`src/rtl/rr_sel_arbiter_pkg.sv`:
```
// Shared types and constants for the 4-input round-robin select arbiter.
package rr_sel_arbiter_pkg;

   localparam int unsigned NUM_IN = 4;
   localparam int unsigned SEL_W  = 2;

   typedef enum logic {
      ST_IDLE   = 1'b0,
      ST_LOCKED = 1'b1
   } arb_state_e;

   // Registered view of the crossbar select bus
   typedef struct packed {
      logic [SEL_W-1:0]  sel;
      logic              sel_valid;
      logic [NUM_IN-1:0] grant;
   } sel_out_t;

   function automatic logic [NUM_IN-1:0] onehot(input logic [SEL_W-1:0] idx);
      onehot = NUM_IN'(1) << idx;
   endfunction

endpackage

```
`src/rtl/rr_sel_arbiter_if.sv`:
```
// Request/select bus between crossbar inputs and the output-port arbiter.
interface rr_sel_arbiter_if;
   import rr_sel_arbiter_pkg::*;

   logic [NUM_IN-1:0] req;
   logic [NUM_IN-1:0] tail;
   logic              out_ready;
   logic [SEL_W-1:0]  sel;
   logic              sel_valid;
   logic [NUM_IN-1:0] grant;

   modport master (
      input  req,
      input  tail,
      input  out_ready,
      output sel,
      output sel_valid,
      output grant
   );

   modport slave (
      output req,
      output tail,
      output out_ready,
      input  sel,
      input  sel_valid,
      input  grant
   );

endinterface

```
`src/rtl/rr_priority_pick.sv`:
```
// Rotating priority search: first set request bit at or after ptr, modulo NUM_IN.
module rr_priority_pick
   import rr_sel_arbiter_pkg::*;
(
   input  logic [NUM_IN-1:0] req,
   input  logic [SEL_W-1:0]  ptr,
   output logic [SEL_W-1:0]  winner,
   output logic              any
);

   logic [SEL_W-1:0] idx;

   always_comb begin
      winner = '0;
      any    = 1'b0;
      idx    = '0;
      for (int unsigned k = 0; k < NUM_IN; k++) begin
         idx = SEL_W'(ptr + SEL_W'(k));
         if (!any && req[idx]) begin
            winner = idx;
            any    = 1'b1;
         end
      end
   end

endmodule

```
`src/rtl/rr_sel_arbiter.sv`:
```
// Output-port arbiter: round-robin between 4 crossbar inputs, held for a whole packet.
module rr_sel_arbiter
   import rr_sel_arbiter_pkg::*;
(
   input  logic              clk,
   input  logic              reset,
   rr_sel_arbiter_if.master  bus
);

   arb_state_e       state_q, state_d;
   logic [SEL_W-1:0] ptr_q, ptr_d;
   logic [SEL_W-1:0] owner_q, owner_d;
   sel_out_t         out_q, out_d;

   logic [SEL_W-1:0] winner_c;
   logic             any_c;

   rr_priority_pick u_pick (
      .req    (bus.req),
      .ptr    (ptr_q),
      .winner (winner_c),
      .any    (any_c)
   );

   always_ff @(posedge clk or posedge reset) begin
      if (reset) begin
         state_q <= ST_IDLE;
         ptr_q   <= '0;
         owner_q <= '0;
         out_q   <= '0;
      end else begin
         state_q <= state_d;
         ptr_q   <= ptr_d;
         owner_q <= owner_d;
         out_q   <= out_d;
      end
   end

   // Everything holds unless the downstream register accepts this cycle
   always_comb begin
      state_d = state_q;
      ptr_d   = ptr_q;
      owner_d = owner_q;
      out_d   = out_q;
      if (bus.out_ready) begin
         case (state_q)
            ST_IDLE: begin
               if (any_c) begin
                  out_d.sel       = winner_c;
                  out_d.sel_valid = 1'b1;
                  out_d.grant     = onehot(winner_c);
                  if (bus.tail[winner_c]) begin
                     ptr_d = SEL_W'(winner_c + SEL_W'(1));
                  end else begin
                     state_d = ST_LOCKED;
                     owner_d = winner_c;
                  end
               end else begin
                  out_d.sel_valid = 1'b0;
                  out_d.grant     = '0;
               end
            end
            ST_LOCKED: begin
               // Only the owner may advance; other inputs wait for the tail
               if (bus.req[owner_q]) begin
                  out_d.sel       = owner_q;
                  out_d.sel_valid = 1'b1;
                  out_d.grant     = onehot(owner_q);
                  if (bus.tail[owner_q]) begin
                     state_d = ST_IDLE;
                     ptr_d   = SEL_W'(owner_q + SEL_W'(1));
                  end
               end else begin
                  out_d.sel_valid = 1'b0;
                  out_d.grant     = '0;
               end
            end
            default: begin
               state_d = ST_IDLE;
            end
         endcase
      end
   end

   assign bus.sel       = out_q.sel;
   assign bus.sel_valid = out_q.sel_valid;
   assign bus.grant     = out_q.grant;

   a_grant_onehot: assert property (@(posedge clk) disable iff (reset)
      $onehot0(bus.grant) && (bus.sel_valid || (bus.grant == '0)));

endmodule

```
`src/flat_wrapper.sv`:
```
// flat-port wrapper written by rule: the top's interface ports become plain ports
module rr_sel_arbiter_flat import rr_sel_arbiter_pkg::*;
  (clk, reset, bus_req, bus_tail, bus_out_ready, bus_sel, bus_sel_valid, bus_grant);
  rr_sel_arbiter_if bus_i ();
  input  logic clk;
  input  logic reset;
  input wire logic [$bits(bus_i.req)-1:0] bus_req;
  input wire logic [$bits(bus_i.tail)-1:0] bus_tail;
  input wire logic [$bits(bus_i.out_ready)-1:0] bus_out_ready;
  output wire logic [$bits(bus_i.sel)-1:0] bus_sel;
  output wire logic [$bits(bus_i.sel_valid)-1:0] bus_sel_valid;
  output wire logic [$bits(bus_i.grant)-1:0] bus_grant;
  assign bus_i.req = bus_req;
  assign bus_i.tail = bus_tail;
  assign bus_i.out_ready = bus_out_ready;
  assign bus_sel = bus_i.sel;
  assign bus_sel_valid = bus_i.sel_valid;
  assign bus_grant = bus_i.grant;
  rr_sel_arbiter u_core (.clk(clk), .reset(reset), .bus(bus_i));
endmodule
```
`config.mk`:
```
export PLATFORM = sky130hd
export DESIGN_NAME = rr_sel_arbiter_flat
export DESIGN_NICKNAME = d
export VERILOG_FILES = /design/src/rtl/rr_sel_arbiter_pkg.sv /design/src/rtl/rr_sel_arbiter_if.sv /design/src/rtl/rr_priority_pick.sv /design/src/rtl/rr_sel_arbiter.sv /design/src/flat_wrapper.sv
export SDC_FILE = /design/constraint.sdc
export NUM_CORES = 1
export LEC_CHECK = 0
export ABC_AREA = 1
export BUFFER_PORTS_ARGS = -buffer_cell sky130_fd_sc_hd__buf_2
export CELL_PAD_IN_SITES_DETAIL_PLACEMENT = 0
export CELL_PAD_IN_SITES_GLOBAL_PLACEMENT = 2
export CORE_ASPECT_RATIO = 0.8
export CORE_UTILIZATION = 25
export CTS_BUF_LIST = sky130_fd_sc_hd__clkbuf_8
export DETAILED_ROUTE_END_ITERATION = 16
export GPL_TIMING_DRIVEN = 0
export MAX_ROUTING_LAYER = met4
export PLACE_DENSITY = 0.71
export SYNTH_ARGS = -nofsm -noshare
export SYNTH_HDL_FRONTEND = slang
export SYNTH_SLANG_ARGS = --single-unit
```
`constraint.sdc`:
```
create_clock -name clk -period 2.5 [get_ports clk]
set_clock_uncertainty 0.1 [all_clocks]
set_input_delay 0.5 -clock clk [delete_from_list [all_inputs] [get_ports clk]]
set_output_delay 0.5 -clock clk [all_outputs]
set_load 0.005 [all_outputs]
```
**Word-level counts from Yosys, hierarchy flattened**

Index checks and enable logic that the tools add are counted.

- Add/sub/neg operators: 5
- $lt $le $gt $ge: 6
- Equality and inequality tests: 4
- Shifts and indexed selects: 2
- Mux-type cells: 37
- Bitwise gates (word level): 2
- Reduce and logical (&&, ||, !) cells: 9

Operators with widths:

| cell | number |
|---|---|
| two-way mux 2 bit | 10 |
| < comparator 2 x 3 -> 1 bit (second input constant) | 6 |
| two-way mux 1 bit | 15 |
| binary-select mux 1 bit (select 2 bit) | 7 |
| case mux 7 bit (2 select lines) | 1 |
| two-way mux 5 bit | 2 |
| << shifter 1 x 2 -> 4 bit (first input constant) | 2 |
| adder 2 x 1 -> 2 bit (second input constant) | 3 |
| AND reduction 5 bit | 1 |
| adder 2 bit (second input constant) | 2 |
| inequality test 2 x 1 -> 1 bit (second input constant) | 2 |
| inequality test 2 bit (second input constant) | 2 |
| case mux 2 bit (2 select lines) | 1 |
| AND reduction 4 bit | 1 |
| logical AND 1 bit | 3 |
| logical NOT 1 bit | 3 |
| AND reduction 3 bit | 1 |
| NOT 1 bit | 2 |
| case mux 1 bit (2 select lines) | 1 |

- Register bits: 12
- Bits of input ports: 11
- Output and inout bits: 7

**Depth between registers and ports, before layout**

Gate-level depths: netlist of run 1.

- Depth after elaboration: 17
- Mapped depth: 16
- Mapped depth without buffers: 16

**Hierarchy**

From an unflattened synthesis of run 1, not the netlist that was laid out.

- Cells, all modules: 161
- Area, all modules: 1,076.0 µm²

Modules (own cells, without submodules):

| module | instances | cells each | area an instance (µm²) |
|---|---|---|---|
| rr_sel_arbiter | 1 | 102 | 757.0 |
| rr_priority_pick | 1 | 59 | 319.1 |

**Worst setup path before layout of run 1**

No wires, ideal clock.

- Kind: in2reg
- From: in bus_req[1]
- To: reg u_core.out_q (netlist bit u_core.bus.sel[1])
- Arrival: 1.683 ns
- Required time: 2.275 ns
- Setup slack: 0.593 ns
- Stages: 10
- Path buffers: 0
- Cells stage by stage: inv_1 -> nand2_2 -> nand3_1 -> nand2_2 -> nor2_8 -> nand3b_1 -> nand2_1 -> o21ai_0 -> nand2_2 -> mux2_2

- Cells in the longest elaborated chain, start to end: 14
- Elaborated cells between the ends (all ways): 29
- Those cells by class: eq/ne (2); mux (20); reduce/logical (7)

Ends and longest elaborated chain:

| what | line | RTL |
|---|---|---|
| start: declaration | flat_wrapper.sv:7 | `input wire logic [$bits(bus_i.req)-1:0] bus_req;` |
| binary-select mux 1 bit (select 2 bit) | rr_priority_pick.sv:19 | `if (!any && req[idx]) begin` |
| two-way mux 1 bit (not written as such) | rr_priority_pick.sv:19 |  |
| two-way mux 1 bit | rr_priority_pick.sv:19 |  |
| logical NOT 1 bit | rr_priority_pick.sv:19 |  |
| logical AND 1 bit | rr_priority_pick.sv:19 |  |
| two-way mux 1 bit | rr_priority_pick.sv:19 |  |
| logical NOT 1 bit | rr_priority_pick.sv:19 |  |
| logical AND 1 bit | rr_priority_pick.sv:19 |  |
| two-way mux 1 bit | rr_priority_pick.sv:19 |  |
| logical NOT 1 bit | rr_priority_pick.sv:19 |  |
| logical AND 1 bit | rr_priority_pick.sv:19 |  |
| two-way mux 2 bit / two-way mux 1 bit (equally long branches) | rr_priority_pick.sv:19 |  |
| two-way mux 2 bit / inequality test 2 x 1 -> 1 bit (equally long branches) | n/a |  |
| case mux 7 bit (2 select lines) / AND reduction 3 bit (equally long branches) | n/a |  |
| end signal: assignment | rr_sel_arbiter.sv:35 | `out_q <= out_d;` |
| end: declaration | rr_sel_arbiter.sv:13 | `sel_out_t out_q, out_d;` |

Several ways; a longest one is shown, not always the timed one. The select of a mux whose other input is x is not followed.
A chain may end at the register's enable or synchronous reset.

**Worst setup path after layout of run 1**

- From: reg u_core.ptr_q[1]
- To: reg u_core.out_q (netlist bit u_core.bus.sel[1])

- Cells in the longest elaborated chain, start to end: 14
- Elaborated cells between the ends (all ways): 29
- Those cells by class: add/sub (3); eq/ne (1); mux (18); reduce/logical (7)

Ends and longest elaborated chain:

| what | line | RTL |
|---|---|---|
| start: declaration | rr_sel_arbiter.sv:11 | `logic [SEL_W-1:0] ptr_q, ptr_d;` |
| start signal: assignment | rr_sel_arbiter.sv:33 | `ptr_q <= ptr_d;` |
| parallel branches: the longest is 14 deep, another holds adder 2 x 1 -> 2 bit | n/a |  |

Parallel ways; which one is timed is not known. The select of a mux whose other input is x is not followed.

==> results of run 1 <==
-- cell families (layout without fill, tap and decap cells) --
group	count (synthesis)	count (layout)
simple gates	104	104
buf+inv	20	41
compound gates	15	15
flops	12	12
mux	1	1
-- placed cells by master, fill, tap and decap left out, types with 2 or more instances in the layout --
master and n:
dfrtp_1 12, nand4_1 3, nand3_2 2, nor3_1 3, nor2_1 11, o21ai_0 4, inv_1 17, nand2_1 53
nand2_2 10, nand3_1 16, a31oi_1 4, clkbuf_8 4, o21ai_1 2, buf_2 18, nand2_4 2
-- registers in the layout (all words and copies together) (netlist names) --
register and flops:
u_core.ptr_q 2, u_core.state_q 1, u_core.owner_q 2, u_core.bus.sel_valid 1
u_core.bus.grant 4, u_core.bus.sel 2
-- power by group --
part	internal [mW]	leakage (nW)	switching, mW	total [mW]
logic	0.399	0.468	0.762	1.16
clock network	0.139	0.0288	0.0761	0.215
registers	0.284	0.148	0.0891	0.374
-- worst paths after layout --
kind                            depth (start not counted)  slack [ns]                   end                 start
worst min register to register                          2        0.38  u_core.bus.sel_valid  u_core.bus.sel_valid
max in group asynchronous                               2        1.80  u_core.bus.sel_valid                 reset
worst max register to register                         11        0.39     u_core.bus.sel[1]       u_core.ptr_q[1]
min in group clk                                        2        0.38  u_core.bus.sel_valid  u_core.bus.sel_valid
worst max-delay path                                   11        0.39     u_core.bus.sel[1]       u_core.ptr_q[1]
worst min-delay path                                    2        0.17        u_core.state_q                 reset
-- routing by layer --
metal / track usage / up-vias / wire (um)
met5: - / - / 0
met4: 0.0364 / 0 / 34
met3: 0.0411 / 4 / 137
met2: 0.203 / 23 / 1140
met1: 0.199 / 477 / 1340
li1: - / 536 / -
-- critical path: cells and delay by family (launching register included) --
| family | cells | cell delay, ns |
|---|---|---|
| and+or+nand+nor | 8 | 0.84 |
| muxes | 1 | 0.34 |
| DFF | 1 | 0.45 |
| buffers and inverters | 1 | 0.13 |
| AOI/OAI and AO/OA | 1 | 0.13 |
-- cell type report --
class	instances	area, um2	share of cell area
Buffer	2	16.3	0.0135
Clock buffer	4	55.1	0.0456
Inverter	18	67.6	0.0560
Multi-Input combinational cell	120	614	0.509
Sequential cell	12	300	0.249
Tap cell	55	68.8	0.0570
Timing Repair Buffer	17	85.1	0.0705
==> impl_metrics.toml, run 1 <==
[clock_network]
cts_setup_buffers = 0
htreeDepth = 1
clock_path_buffers = 2
cts-root-buf = "clkbuf_8"
hold_buffers = 0
cts_tree = "yes"
clk_transition_reported_paths_ns = 0.06
cts_resized = 0
cts_buffers = 3
clk_latency_ns = 0.24
cts_sinks = 12

[logic_synthesis]
synth_area_leaders = "dfrtp_1, nand2_1, nand3_1"
synth_ff_type = "dfrtp_1"
yosysMostFrequentCell = "nand2_1"
yosys_warnings = 0
yosysTopAreaCell = "dfrtp_1"
synth_top_area_share = 0.301
synth_commonest_cells = "nand2_1, inv_1, nand3_1"
synth-edff-count = 0
synth-compound-area-share = 0.0927
ys_ff_latch = 12
synth_area_per_cell_um2 = 6.57
async_flop_share = 1.00
syn-instance-count = 152
muxShareOfSynthArea = 0.0113
syn_area_um2 = 998
synth-seq-area-share = 0.301
synth_top_family_by_area = "simple AND/OR/NAND/NOR gates"
syn-num-nets = 163
synth_fa_ha_area_frac = 0
ys_types = 26
synth_xor_area_frac = 0
synth_simple_gate_area_share = 0.511

[worst_setup_path]
crit_chain = "inv_1, nand2_1, nand2_2, nand2_1, nand2_2, nor2_8, nand3b_1, nand2_1, o21ai_0, nand2_2, mux2_2"
critPathKind = "reg2reg"
cp_slowest_cell = "dfrtp_1"
arrival_ns = 2.14
critPathLaunchType = "register"
slowest_delay_ns = 0.45
endpoint_kind = "register"
cp_max_fo = 6
required_ns = 2.53

[global_route]
grt_pass1_wl_um = 4430
gr-total-overflow = 0
grt_usage = 0.143
grt_pass1_vias = 944
antenna_found_initial = 0
grt_max_degree = 13

[timing]
timing.hold.ws_ns = 0.172
setup_ws_ns = 0.390
finalSetupViolations = 0
relSlewSlack = 0.671
max_clock_freq_mhz = 474
fin_crit_sh = 0.844
slew_viol_final = 0
rsz0062_at_grt = "no"
worst_pin_slew_ns = 0.493
setup_tns_ns = 0
period_minus_slack_ns = 2.11
final_hold_viol_count = 0

[floorplanning]
die-width_um = 72.7
fp-row-count = 20
start_util = 0.263
dieArea_um2 = 4250
core_region_area_um2 = 3800
fp.dieH_um = 58.5
pin_count = 18

[routing]
drt_wl_total_um = 2650
firstDrtPassIters = 4
ant_nets = 0
initialDrtViolationCount = 83
drc = 0
vias = 1040
vias_per_cell = 4.56
wl_per_cell_um = 11.6

[hold_path]
min_path_type = "in2async"

[pwr]
power_mw = 1.75
p_leak_nw = 0.644
irDropWorstVdd_mv = 0.458
cellPowerDensity_nw_per_um2 = 1450

[final_layout]
nFillCells = 438
stdcell_area_um2 = 1210
syn_to_final_growth_pct = 20.9
antenna_cells = 0
fin_nets = 185
utilization = 0.317
final_cells = 228
drive_gt1_frac = 0.249

[place]
gp_congestion = 0.897
post-place-ws_ns = 0.222
placed_cell_area_um2 = 1150
port_buffers = 17
dp.cells = 224
dp_hpwl_um = 2150

[flow_run]
maxCapViolCount = 0

[run_status]
status = "finished, final reports clean"
No activity file was read; power rests on OpenSTA's default activity.
==> inputs of run 2 (changes only) <==
==> constraint.sdc (replaced) <==
create_clock -name clk -period 2.14 [get_ports clk]
set_clock_uncertainty 0.1 [all_clocks]
set_input_delay 0.428 -clock clk [delete_from_list [all_inputs] [get_ports clk]]
set_output_delay 0.428 -clock clk [all_outputs]
set_load 0.005 [all_outputs]
==> run 2 against run 1 <==
- die area unchanged
- sequential share of layout area down 0.72 points
- hold slack worse by 0.072 ns
- sequential power up 18%
- register-to-register slack worse by 0.24 ns
- worst setup slack worse by 0.24 ns
- clock power up 16%
- critical path depth unchanged
- wire length up 1.5%
- critical path type unchanged
- highest routed layer unchanged
==> impl_metrics.toml, run 2 (synthesis results as in run 1) <==
[run_status]
status = "finished, final reports clean"

[timing]
slew_viol_final = 0
finalSetupViolations = 0
final_hold_viol_count = 0
setup_ws_ns = 0.150
worst_pin_slew_ns = 0.494
setup_tns_ns = 0
fin_crit_sh = 0.930
max_clock_freq_mhz = 503
period_minus_slack_ns = 1.99
relSlewSlack = 0.670
timing.hold.ws_ns = 0.0999

[global_route]
use_met3 = 0.0411
grt_busiest_layer = "met2"
grt_pass1_wl_um = 4430
grt_pass1_vias = 944
use_met2 = 0.203
antenna_found_initial = 0
grt_usage = 0.143
grt_max_degree = 13
grtUsageMet1 = 0.199
gr-total-overflow = 0

[routing]
firstDrtPassIters = 4
vias = 1047
wl_per_cell_um = 11.7
drc = 0
drt_wl_total_um = 2690
vias_per_cell = 4.53
ant_nets = 0
initialDrtViolationCount = 50

[final_layout]
fin_nets = 188
mostFrequentLayoutCell = "nand2_1"
drive_gt1_frac = 0.301
mostFrequentLayoutCells = "nand2_1, buf_2, inv_1"
syn_to_final_growth_pct = 25.1
largest_reg_flops = 4
stdcell_area_um2 = 1250
antenna_cells = 0

[floorplanning]
fp.dieH_um = 58.5
dieArea_um2 = 4250
core_region_area_um2 = 3800
start_util = 0.263
die-width_um = 72.7
pin_count = 18
fp-row-count = 20

[worst_setup_path]
critPathLaunchType = "register"
regToRegStartpoint = "u_core.ptr_q[0]"
r2r-end = "u_core.bus.sel[1]"
cp_max_fo = 10
arrival_ns = 2.01
critPathKind = "reg2reg"
critPathCapture = "u_core.bus.sel[1]"
required_ns = 2.16
worst-r2r-setup-slack_ns = 0.15
crit_start = "u_core.ptr_q[0]"
r2r_cells = 11
endpoint_kind = "register"

[clock_network]
clk_latency_ns = 0.24
cts_buffers = 3
hold_buffers = 0
cts-root-buf = "clkbuf_8"
clk_transition_reported_paths_ns = 0.06
htreeDepth = 1
cts_sinks = 12
cts_tree = "yes"
clock_path_buffers = 2

[place]
port_buffers = 17
placed_cell_area_um2 = 1150
post-place-ws_ns = -0.0659
dp_hpwl_um = 2150
gp_congestion = 0.897

[pwr]
cellPowerDensity_nw_per_um2 = 1720
p_leak_nw = 0.661
power_mw = 2.15
irDropWorstVdd_mv = 0.559

[flow_run]
maxCapViolCount = 0

[hold_path]
min_path_type = "in2async"
-- run 2: layer usage --
layer,vias up,part of all wire
met5,-,0
met4,0,0.012
met3,4,0.047
met2,19,0.44
met1,481,0.50
li1,543,-
-- run 2: worst min-delay path by stage --
stage / startpoint / endpoint / slack, ns
after floorplan: reset / u_core.bus.grant[0] / 0.19
after global placement: u_core.bus.sel_valid / u_core.bus.sel_valid / 0.36
after detailed placement: u_core.bus.sel_valid / u_core.bus.sel_valid / 0.37
after CTS: reset / u_core.state_q / 0.12
after global routing: reset / u_core.bus.sel[1] / 0.15
final: reset / u_core.state_q / 0.1
-- run 2: worst max-delay path, stage by stage, from the launching register on --
cell,delay (ns)
dfrtp_1,0.41
buf_6,0.16
nand2_1,0.06
nand2_1,0.09
nand2_1,0.09
nand2_2,0.08
nor2_8,0.11
nand3b_1,0.10
nand2_2,0.11
o21ai_0,0.11
nand2_2,0.11
mux2_2,0.33
-- run 2: repair_timing --
item | in CTS | in global routing
setup endpoints to repair | 0 | 5
gates resized for setup | 0 | 7
endpoints found under the hold margin | 0 | 0
buffers inserted | 0 | 3
-- run 2: metrics by stage --
step / utilization / instances
floorplan: - / 152
global placement: 0.303 / 224
detailed placement: 0.303 / 224
CTS: 0.317 / 228
global route: 0.328 / 231
finish: 0.328 / 231
-- run 2: area by class of cell --
cell class                      count  area, um2
Buffer                              2       16.3
Timing Repair Buffer               20        108
Tap cell                           55       68.8
Fill cell                         441       2550
Sequential cell                    12        302
Inverter                           18       67.6
Multi-Input combinational cell    120        632
Clock buffer                        4       55.1
-- run 2: power breakdown --
| part | switching, mW | leakage (nW) | internal, mW |
|---|---|---|---|
| combinational | 0.921 | 0.486 | 0.540 |
| sequential | 0.106 | 0.146 | 0.334 |
| clock | 0.0873 | 0.0288 | 0.163 |
| total | 1.11 | 0.661 | 1.04 |
==> inputs of run 3 (changes only) <==
--- a/config.mk
+++ b/config.mk
@@ -6,7 +6,7 @@
 export NUM_CORES = 1
 export LEC_CHECK = 0
 export ABC_AREA = 1
-export BUFFER_PORTS_ARGS = -buffer_cell sky130_fd_sc_hd__buf_2
+export BUFFER_PORTS_ARGS = -buffer_cell sky130_fd_sc_hd__clkbuf_2
 export CELL_PAD_IN_SITES_DETAIL_PLACEMENT = 0
 export CELL_PAD_IN_SITES_GLOBAL_PLACEMENT = 2
 export CORE_ASPECT_RATIO = 0.8
==> run 3 against run 2 <==
- utilization rose by 0.62 points
- critical endpoint unchanged
- first-iteration DRC count increased by 32%
- sequential power about the same
- wire length up 3.6%
- register-to-register slack worse by 0.03 ns
- die area is the same
- maximum frequency fell by 1.3%
- via count grew 2.2%
- design area rose by 1.9%
==> impl_metrics.toml, run 3 (synthesis results as in run 1) <==
[run_status]
status = "finished, final reports clean"

[routing]
drt_wl_total_um = 2790
initialDrtViolationCount = 66
vias_per_cell = 4.61
firstDrtPassIters = 4
wl_per_cell_um = 12.0
ant_nets = 0
drc = 0
vias = 1070

[final_layout]
antenna_cells = 0
fin_nets = 189
mostFrequentLayoutCells = "nand2_1, clkbuf_2, inv_1"
syn_to_final_growth_pct = 27.4
drive_gt1_frac = 0.322
largest_reg_flops = 4
stdcell_area_um2 = 1270
mostFrequentLayoutCell = "nand2_1"

[floorplanning]
core_region_area_um2 = 3800
dieArea_um2 = 4250
start_util = 0.263
fp.dieH_um = 58.5
die-width_um = 72.7
fp-row-count = 20
pin_count = 18

[place]
dp_hpwl_um = 2180
port_buffers = 17
gp_congestion = 0.916
placed_cell_area_um2 = 1150

[global_route]
grt_max_degree = 13
antenna_found_initial = 0
gr-total-overflow = 0
grt_pass1_vias = 945
grt_usage = 0.144
grt_pass1_wl_um = 4480

[timing]
period_minus_slack_ns = 2.01
rsz0062_at_grt = "yes"
setup_tns_ns = 0
relSlewSlack = 0.671
max_clock_freq_mhz = 496
finalSetupViolations = 0
final_hold_viol_count = 0
worst_pin_slew_ns = 0.493
slew_viol_final = 0
fin_crit_sh = 0.942

[clock_network]
htreeDepth = 1
cts_tree = "yes"
clk_transition_reported_paths_ns = 0.06
cts-root-buf = "clkbuf_8"
clock_path_buffers = 2
hold_buffers = 0
clk_latency_ns = 0.24
cts_sinks = 12
cts_buffers = 3

[worst_setup_path]
endpoint_kind = "register"
critPathLaunchType = "register"
cp_max_fo = 10
required_ns = 2.17
critPathKind = "reg2reg"
arrival_ns = 2.04

[pwr]
cellPowerDensity_nw_per_um2 = 1740
p_leak_nw = 0.673
irDropWorstVdd_mv = 0.545

[flow_run]
maxCapViolCount = 0

[hold_path]
min_path_type = "in2async"
run 3: changes by cell type in the layout (fill, tap and decap cells not counted), sizes merged:
cell | previous run | this run
buf | 22 | 6
clkbuf | 4 | 21
run 3: critical path, stage by stage (launching register included):
cell and delay (ns):
dfrtp_1 0.41, buf_6 0.16, nand2_1 0.05, nand2_1 0.09
nand2_1 0.09, nand2_2 0.08, nor2_8 0.12, nand3b_1 0.11
nand2_2 0.12, o21ai_0 0.11, nand2_2 0.12, mux2_2 0.34
run 3: layer usage:
metal / vias up / part of all wire / GRT usage
li1: 544 / - / -
met1: 500 / 0.51 / 0.201
met2: 24 / 0.43 / 0.211
met3: 2 / 0.053 / 0.0377
met4: 0 / 0.0032 / 0.0252
met5: - / 0 / -
run 3: layout make-up:
| class | count | area (um2) |
|---|---|---|
| Sequential cell | 12 | 302 |
| Clock buffer | 4 | 55.1 |
| Tap cell | 55 | 68.8 |
| Timing Repair Buffer | 21 | 115 |
| Buffer | 2 | 16.3 |
| Fill cell | 440 | 2530 |
| Inverter | 18 | 67.6 |
| Multi-Input combinational cell | 120 | 648 |
run 3: final timing paths:
kind / from / endpoint / slack, ns / cells after the start
max: u_core.ptr_q[0] / u_core.bus.sel[1] / 0.13 / 11
min: reset / u_core.state_q / 0.08 / 2
max reg2reg: u_core.ptr_q[0] / u_core.bus.sel[1] / 0.13 / 11
min reg2reg: u_core.bus.sel_valid / u_core.bus.sel_valid / 0.38 / 2
max in group asynchronous: reset / u_core.ptr_q[1] / 1.50 / 2
min in group clk: bus_out_ready / u_core.bus.sel_valid / 0.34 / 4
run 3: repair_timing:
action,4_1_cts,5_1_grt
resized for setup,0,11
setup endpoints to repair,0,6
buffers inserted,0,4
run 3: report_power, final:
part | total, mW | internal [mW] | switching [mW]
combinational | 1.52 | 0.559 | 0.962
sequential | 0.441 | 0.334 | 0.107
clock | 0.256 | 0.163 | 0.0935
total | 2.22 | 1.06 | 1.16
run 3: through the flow:
stage / hold WS [ns] / cells / setup WS, ns / total power [mW] / utilization
global placement: 0.351 / 224 / -0.0639 / 1.81 / 0.303
floorplan: 0.193 / 152 / 0.294 / 1.49 / -
detailed placement: 0.359 / 224 / -0.0497 / 1.81 / 0.303
finish: 0.0762 / 232 / 0.125 / 2.22 / 0.335
global route: 0.126 / 232 / -0.0157 / 2.43 / 0.335
CTS: 0.0913 / 228 / 0.00213 / 2.08 / 0.317
